--- config.mk ---
export PLATFORM = sky130hd
export DESIGN_NAME = alu_exec_stage
export DESIGN_NICKNAME = d
export VERILOG_FILES = /design/src/rtl/alu_exec_stage.sv
export SDC_FILE = /design/constraint.sdc
export NUM_CORES = 1
export LEC_CHECK = 0
export ABC_AREA = 1
export BUFFER_PORTS_ARGS = -buffer_cell sky130_fd_sc_hd__clkbuf_2
export CAP_MARGIN = 40
export CORE_MARGIN = 2
export CORE_UTILIZATION = 55
export CTS_BUF_LIST = sky130_fd_sc_hd__clkbuf_16
export DETAILED_ROUTE_END_ITERATION = 7
export GPL_TIMING_DRIVEN = 1
export PLACE_DENSITY = 0.74
export REMOVE_ABC_BUFFERS = 1
export SYNTH_ARGS = -nofsm -noshare
export SYNTH_HDL_FRONTEND = slang
export SYNTH_SLANG_ARGS = --single-unit
--- constraint.sdc ---
create_clock -name clk -period 10 [get_ports clk]
set_input_delay 2 -clock clk [delete_from_list [all_inputs] [get_ports clk]]
set_output_delay 2 -clock clk [all_outputs]
set_load 0.02 [all_outputs]
--- src/rtl/alu_exec_stage.sv ---
// Issue/writeback stage around an external 16-bit ALU: register file, operand
// staging, result capture, writeback and flags. Fixed 4-cycle sequence per
// instruction (IDLE -> READ -> EXEC -> WB).
module alu_exec_stage #(
  parameter int unsigned DW   = 16,
  parameter int unsigned NREG = 8
) (
  input  logic                        clk,
  input  logic                        rst,
  input  logic                        instr_valid,
  input  logic [15:0]                 instr,
  output logic                        instr_ready,
  input  logic                        ld_en,
  input  logic [$clog2(NREG)-1:0]     ld_addr,
  input  logic [DW-1:0]               ld_data,
  output logic [DW-1:0]               alu_a,
  output logic [DW-1:0]               alu_b,
  output logic [2:0]                  alu_sel,
  output logic [3:0]                  alu_shamt,
  input  logic [DW-1:0]               alu_out,
  input  logic                        alu_carry,
  output logic                        wb_valid,
  output logic [$clog2(NREG)-1:0]     wb_addr,
  output logic [DW-1:0]               wb_data,
  output logic                        carry_flag,
  output logic                        zero_flag,
  output logic                        busy
);

  localparam int unsigned RA_W = $clog2(NREG);

  typedef struct packed {
    logic [2:0] op;
    logic [2:0] rd;
    logic [2:0] rs;
    logic [2:0] rt;
    logic [3:0] shamt;
  } instr_t;

  typedef enum logic [1:0] {
    S_IDLE = 2'd0,
    S_READ = 2'd1,
    S_EXEC = 2'd2,
    S_WB   = 2'd3
  } state_t;

  state_t          state;
  state_t          state_nxt;
  instr_t          ir;
  logic            cy;
  logic [DW-1:0]   rf [NREG];

  logic            accept;
  logic [RA_W-1:0] rd_idx;
  logic [RA_W-1:0] rs_idx;
  logic [RA_W-1:0] rt_idx;

  assign accept = (state == S_IDLE) && instr_valid;
  assign rd_idx = RA_W'(ir.rd);
  assign rs_idx = RA_W'(ir.rs);
  assign rt_idx = RA_W'(ir.rt);

  // State register
  always_ff @(posedge clk or posedge rst) begin
    if (rst) state <= S_IDLE;
    else     state <= state_nxt;
  end

  // Next-state logic: fixed walk through the four phases, no stalls
  always_comb begin
    state_nxt = state;
    case (state)
      S_IDLE:  if (instr_valid) state_nxt = S_READ;
      S_READ:  state_nxt = S_EXEC;
      S_EXEC:  state_nxt = S_WB;
      S_WB:    state_nxt = S_IDLE;
      default: state_nxt = S_IDLE;
    endcase
  end

  // Handshake/status decode from the state register
  always_comb begin
    instr_ready = 1'b0;
    busy        = 1'b1;
    if (state == S_IDLE) begin
      instr_ready = 1'b1;
      busy        = 1'b0;
    end
  end

  // Instruction register, loaded on the accept handshake
  always_ff @(posedge clk or posedge rst) begin
    if (rst)         ir <= '0;
    else if (accept) ir <= instr_t'(instr);
  end

  // ALU operand staging; held stable from READ until the next READ
  always_ff @(posedge clk or posedge rst) begin
    if (rst) begin
      alu_a     <= '0;
      alu_b     <= '0;
      alu_sel   <= '0;
      alu_shamt <= '0;
    end else if (state == S_READ) begin
      alu_a     <= rf[rs_idx];
      alu_b     <= rf[rt_idx];
      alu_sel   <= ir.op;
      alu_shamt <= ir.shamt;
    end
  end

  // Result capture in EXEC; wb_data doubles as the result register seen in WB
  always_ff @(posedge clk or posedge rst) begin
    if (rst) begin
      wb_valid <= 1'b0;
      wb_addr  <= '0;
      wb_data  <= '0;
      cy       <= 1'b0;
    end else begin
      wb_valid <= (state == S_EXEC);
      if (state == S_EXEC) begin
        wb_addr <= rd_idx;
        wb_data <= alu_out;
        cy      <= alu_carry;
      end
    end
  end

  // Flag commit at the end of WB; carry is only touched by ADD
  always_ff @(posedge clk or posedge rst) begin
    if (rst) begin
      zero_flag  <= 1'b0;
      carry_flag <= 1'b0;
    end else if (state == S_WB) begin
      zero_flag <= (wb_data == '0);
      if (ir.op == 3'b000) carry_flag <= cy;
    end
  end

  // Register file: preload in IDLE, writeback in WB; R0 is never written
  always_ff @(posedge clk or posedge rst) begin
    if (rst) begin
      for (int i = 0; i < int'(NREG); i++) rf[i] <= '0;
    end else if ((state == S_IDLE) && ld_en && (ld_addr != '0)) begin
      rf[ld_addr] <= ld_data;
    end else if ((state == S_WB) && (rd_idx != '0)) begin
      rf[rd_idx] <= wb_data;
    end
  end

endmodule

# Word-level counts from Yosys, hierarchy flattened
# Index checks and enable logic that the tools add are counted.
word_totals:
  register_bits: 208
  inputBits: 56
  out_inout_bits: 63
  wordCells: 69
classes:
  order_cmp: 6
  n_eq_ne: 4
  muxes: 18
  bitwise: 4
  n_reduce_logical: 13
ops:
  columns: ["operator", "count"]
  rows:
  - ["128-bit bitwise mux", 2]
  - ["128-bit two-way mux", 2]
  - ["16-bit binary-select mux with 3-bit select", 2]
  - ["16-bit demux with 3-bit select", 2]
  - ["16-bit two-way mux", 6]
  - ["4-bit greater-or-equal comparator, second input constant", 4]
  - ["16-bit zero test", 1]
  - ["3-bit NOT with 4-bit output", 4]
  - ["4-bit by 1-bit < comparator with 1-bit output, second input constant", 2]
  - ["2-bit one-hot mux with 4 select lines", 1]
  - ["1-bit logical AND", 6]
  - ["3-bit nonzero test", 2]
  - ["2-bit == test, second input constant", 2]
  - ["3-bit zero test", 1]
  - ["2-bit by 1-bit == test with 1-bit output, second input constant", 1]
  - ["2-bit zero test", 1]
  - ["1-bit two-way mux", 2]
  - ["2-bit two-way mux", 1]
  - ["2-bit != test, second input constant", 1]
  - ["2-bit AND reduction", 1]
  - ["2-bit nonzero test", 1]

# Logic depth before layout (Yosys ltp)
depth:
  ltp_word: 8
  ltp_mapped: 12
  depth_no_buf: 10

# Worst setup path before layout
# Ideal clock, no wire load.
synth_timing:
  path_type: "input-to-reg"
  startpoint: "input ld_addr[1]"
  endpoint: "register rf[65] in the netlist's numbering"
  setup_time_ps: 116
  arrival_time_ps: 3019
  required_time_ps: 9884
  slack_ps: 6864
  stages: 11
  n_path_buf: 3
  path_cell_list: "buf_4 > nor2_8 > nand2_4 > nand2_8 > buf_6 > inv_4 > buf_2 > nand2_1 > nand2_1 > nand2_1 > nand2_1"
synth_via:
  elab_chain_len: 7
  word_cells_on_any_way: 11
  cone_classes: "order compare: 2; mux: 4; bitwise: 1; reduce/logical: 4"
synth_lines:
  columns: ["item", "line", "source"]
  rows:
  - ["from (decl)", "14", "input logic [$clog2(NREG)-1:0] ld_addr,"]
  - ["3-bit NOT with 4-bit output (implied by the code)", "145", "rf[ld_addr] <= ld_data;"]
  - ["4-bit greater-or-equal comparator (implied by the code) or 4-bit by 1-bit < comparator with 1-bit output (tied branches)", "145", null]
  - ["1-bit logical AND (implied by the code)", "145", null]
  - ["16-bit two-way mux (implied by the code)", "145", null]
  - ["16-bit demux with 3-bit select", "145", null]
  - ["128-bit bitwise mux", "145", null]
  - ["128-bit two-way mux", "144", "end else if ((state == S_IDLE) && ld_en && (ld_addr != '0)) begin"]
  - ["to (signal, indexed assignment)", "145", null]
  - ["to (signal, indexed assignment)", "147", "rf[rd_idx] <= wb_data;"]
  - ["to (decl)", "51", "logic [DW-1:0] rf [NREG];"]
# Several ways; a longest one is shown, not always the timed one.
# A chain may end at the register's enable or synchronous reset.

# Final worst setup path
layout_timing:
  startpoint: "input ld_addr[0]"
  endpoint: "register rf[66] in the netlist's numbering"
# Same word-level chain as after synthesis.

==> impl_metrics.env <==
export IMPL_detail_route_iter0_violations=1602
export IMPL_synth_xor_xnor_area_share_pct=0
export IMPL_cts_reportedPaths_clkPinSlew_ps=60
export IMPL_cts_max_level=1
export IMPL_root_buffer="sky130_fd_sc_hd__clkbuf_16"
export IMPL_standard_cell_with_the_maximum_stage_delay_on_the_critical_path="sky130_fd_sc_hd__inv_1"
export IMPL_final_hold_fails=0
export IMPL_post_cts_repair_setup_buffers=0
export IMPL_cts_hold_fix_buffers=0
export IMPL_antenna_found_initial=0
export IMPL_ys_async_sr_fraction_pct=100
export IMPL_die_width_um=157
export IMPL_wire_per_inst_um=17.4
export IMPL_commonest_cells_post_synth="914 x sky130_fd_sc_hd__nand2_1, 288 x sky130_fd_sc_hd__nand3_1, 208 x sky130_fd_sc_hd__dfrtp_1, 179 x sky130_fd_sc_hd__inv_1, 133 x sky130_fd_sc_hd__nor2_1"
export IMPL_synth_seq_cells=208
export IMPL_post_synth_top_count_cell="sky130_fd_sc_hd__nand2_1"
export IMPL_max_ir_drop_vdd_mv=0.257
export IMPL_synth_sequential_area_ratio_pct=40.5
export IMPL_number_of_pins_with_negative_max_slew_slack_in_the_final_report=0
export IMPL_multi_input_area_mm2=0.00629
export IMPL_cp_depth=9
export IMPL_layout_worst_path_cycle_share_pct=41.0
export IMPL_finalInstanceArea_mm2=0.0143
export IMPL_synth_area_leader_cell="sky130_fd_sc_hd__dfrtp_1"
export IMPL_outcome="completed"
export IMPL_place_detailed_instances=2328
export IMPL_avgViaCountPerCell=5.62
export IMPL_timing_setup_critical_path_class="in2reg"
export IMPL_nets=2101
export IMPL_cp_end_kind="flop"
export IMPL_synthMuxAreaShare_pct=0.438
export IMPL_first_pass_iters=6
export IMPL_pre_cts_slack_ps=5450
export IMPL_path_common_cell="sky130_fd_sc_hd__nand2_1"
export IMPL_critPathRequiredTime_ps=10440
export IMPL_finalNonFillerCells=2372
export IMPL_total_leakage_power_nw=7.97
export IMPL_postPlaceCellArea_mm2=0.0135
export IMPL_setup_violations=0
export IMPL_synthesis_instances=2009
export IMPL_synthesis_yosys_warnings=0
export IMPL_grt_total_usage_pct=33.6
export IMPL_portBuffers=118
export IMPL_critical_path_buf_inv_count=3
export IMPL_min_path_type="reg2reg"
export IMPL_seq_area_mm2=0.00521
export IMPL_postSynth_topFlopCell="sky130_fd_sc_hd__dfrtp_1"
export IMPL_grt_first_pass_wirelength_um=64800
export IMPL_diodes_inserted=0
export IMPL_cts_tree="yes"
export IMPL_routabilityCongestion=0.928
export IMPL_synth_top_cell_area_share_pct=40.5
export IMPL_layout_min_cycle_time_ps=4100
export IMPL_ff2ff_path_depth=10
export IMPL_power_density_cell_area_mw_per_mm2=315
export IMPL_worst_hold_path_startpoint="rf[112]"
export IMPL_final_setup_tns_ps=0
export IMPL_post_cts_resize_count=0
export IMPL_worstPathMaxFanout=154
export IMPL_std_cell_rows=55
export IMPL_synth_avg_cell_area_um2=6.40
export IMPL_yosys_cell_types_count=31
export IMPL_drive_gt1_share_pct=10.7
export IMPL_fp_coreArea_mm2=0.0228
export IMPL_synth_enable_flop_cells=0
export IMPL_grt_overflow=0
export IMPL_cts_buffers_inserted=24
export IMPL_syn_area_mm2=0.0129
export IMPL_area_growth_synth_to_final_pct=11.5
export IMPL_synth_top_family_by_area="simple AND/OR/NAND/NOR gates"
export IMPL_area_fraction_in_compound_gates_after_synthesis_pct=3.49
export IMPL_post_route_worst_setup_slack_ps=5900
export IMPL_synthAdderAreaFrac_pct=0.389
export IMPL_clock_sinks=208
export IMPL_grt_start_max_net_pins=155
export IMPL_die_area_mm2=0.0246
export IMPL_max_slew_margin_rel_pct=36.1
export IMPL_ys_top_cells_by_area="sky130_fd_sc_hd__dfrtp_1 40%, sky130_fd_sc_hd__nand2_1 27%, sky130_fd_sc_hd__nand3_1 11%, sky130_fd_sc_hd__inv_1 5.2%, sky130_fd_sc_hd__nor2_1 3.9%"
export IMPL_placed_wire_length_estimate_after_detailed_placement_um=26800
export IMPL_grt_pass1_vias=12200
export IMPL_min_delay_path_depth=0
export IMPL_crit_chain="clkbuf_2, inv_2, nand2_4, nand2_8, nand2_1, nand2_2, inv_1, nand2_1, nand2_1"
export IMPL_ios=119
export IMPL_cap_violations=0
export IMPL_cp_data_arrival_time_ps=4540
export IMPL_detailed_route_drc_error_count=0
export IMPL_cp_start_kind="primary input"
export IMPL_die_height_um=157
export IMPL_path_delay_family="simple AND/OR/NAND/NOR gates"
export IMPL_achievable_frequency_mhz=244
export IMPL_post_synth_and_or_nand_nor_area_fraction_pct=44.6
export IMPL_startpoint="ld_addr[0]"
export IMPL_critPathMaxStageDelay_ps=580
export IMPL_timing_worst_slew_pin_value_ps=953
export IMPL_grt_setup_unrepaired="false"
export IMPL_clockBufferDepth=3
export IMPL_initial_core_util_pct=56.4
export IMPL_fillers=2127
export IMPL_insertion_delay_ps=540
export IMPL_r2r_start="state[0]"
export IMPL_dr_total_vias=13300
export IMPL_clock_skew_final_ps=28.1
export IMPL_drtAntennaViolNets=0
export IMPL_route_final_wire_length_um=41200
[per-stage QoR]
| step | utilization [%] | power, mW | hold slack [ps] |
|---|---|---|---|
| floorplan | - | 2.77 | 354 |
| global placement | 58.4 | 3.46 | 365 |
| detailed placement | 59.3 | 3.55 | 366 |
| CTS | 62.9 | 4.48 | 379 |
| global route | 62.9 | 4.82 | 383 |
| finish | 62.9 | 4.52 | 374 |
[metal layers]
metal,vias to the layer above,GRT usage (%),wire (µm)
met1,6140,47.0,17100
met5,-,0,0
met3,128,6.48,4420
li1,6262,-,-
met2,806,51.6,18000
met4,0,13.1,1680
[where the power goes]
group	internal [mW]	switching, mW	total (mW)
registers	1.13	0.221	1.35
clock network	0.555	0.365	0.920
logic	0.656	1.59	2.25
[area by class of cell]
type	instances	area share [%]
sequential	208	36.3
inverter	189	5.04
clock inverter	19	1.37
multi-input combinational	1475	43.9
tap	313	2.73
clock buffer	25	4.37
timing repair buffer	143	6.27
[registers in the layout (all words and copies together) (netlist names), 4 cells and up]
name       flops
rf           128
alu_shamt      4
alu_a         16
ir             7
wb_data       16
alu_b         16
[kinds of logic (layout without fill, tap and decap cells)]
family / Yosys count / count (layout)
buffers and inverters: 326 / 376
and+or+nand+nor: 1380 / 1380
AOI/OAI and AO/OA: 86 / 86
adders and majority gates: 4 / 4
muxes: 5 / 5
DFF: 208 / 208
[cell usage in the layout, fill, tap and decap left out, types with 4 or more instances in the layout]
master / netlist / routed
sky130_fd_sc_hd__nand2_1: 914 / 914
sky130_fd_sc_hd__nand3_1: 288 / 288
sky130_fd_sc_hd__dfrtp_1: 208 / 206
sky130_fd_sc_hd__inv_1: 179 / 182
sky130_fd_sc_hd__nor2_1: 133 / 133
sky130_fd_sc_hd__clkbuf_2: 0 / 118
sky130_fd_sc_hd__o21ai_0: 64 / 64
sky130_fd_sc_hd__nand4_1: 25 / 25
sky130_fd_sc_hd__clkbuf_16: 0 / 25
sky130_fd_sc_hd__a21oi_1: 16 / 16
sky130_fd_sc_hd__buf_4: 14 / 14
sky130_fd_sc_hd__inv_2: 6 / 8
sky130_fd_sc_hd__nand3_2: 5 / 5
sky130_fd_sc_hd__mux2_2: 5 / 5
sky130_fd_sc_hd__nand2_2: 4 / 4
sky130_fd_sc_hd__clkinv_1: 2 / 4
sky130_fd_sc_hd__bufinv_16: 0 / 4
sky130_fd_sc_hd__buf_6: 5 / 4
[worst paths after layout]
| path | slack (ps) | end |
|---|---|---|
| setup / recovery | 5900 | rf[66] |
| hold / removal | 370 | rf[112] |
| setup reg to reg | 6830 | rf[66] |
| hold reg to reg | 370 | rf[112] |
| max in group asynchronous | 7660 | rt_idx[0] |
| min in group asynchronous | 1420 | wb_data[11] |
Power figures use the tool's default switching activity.
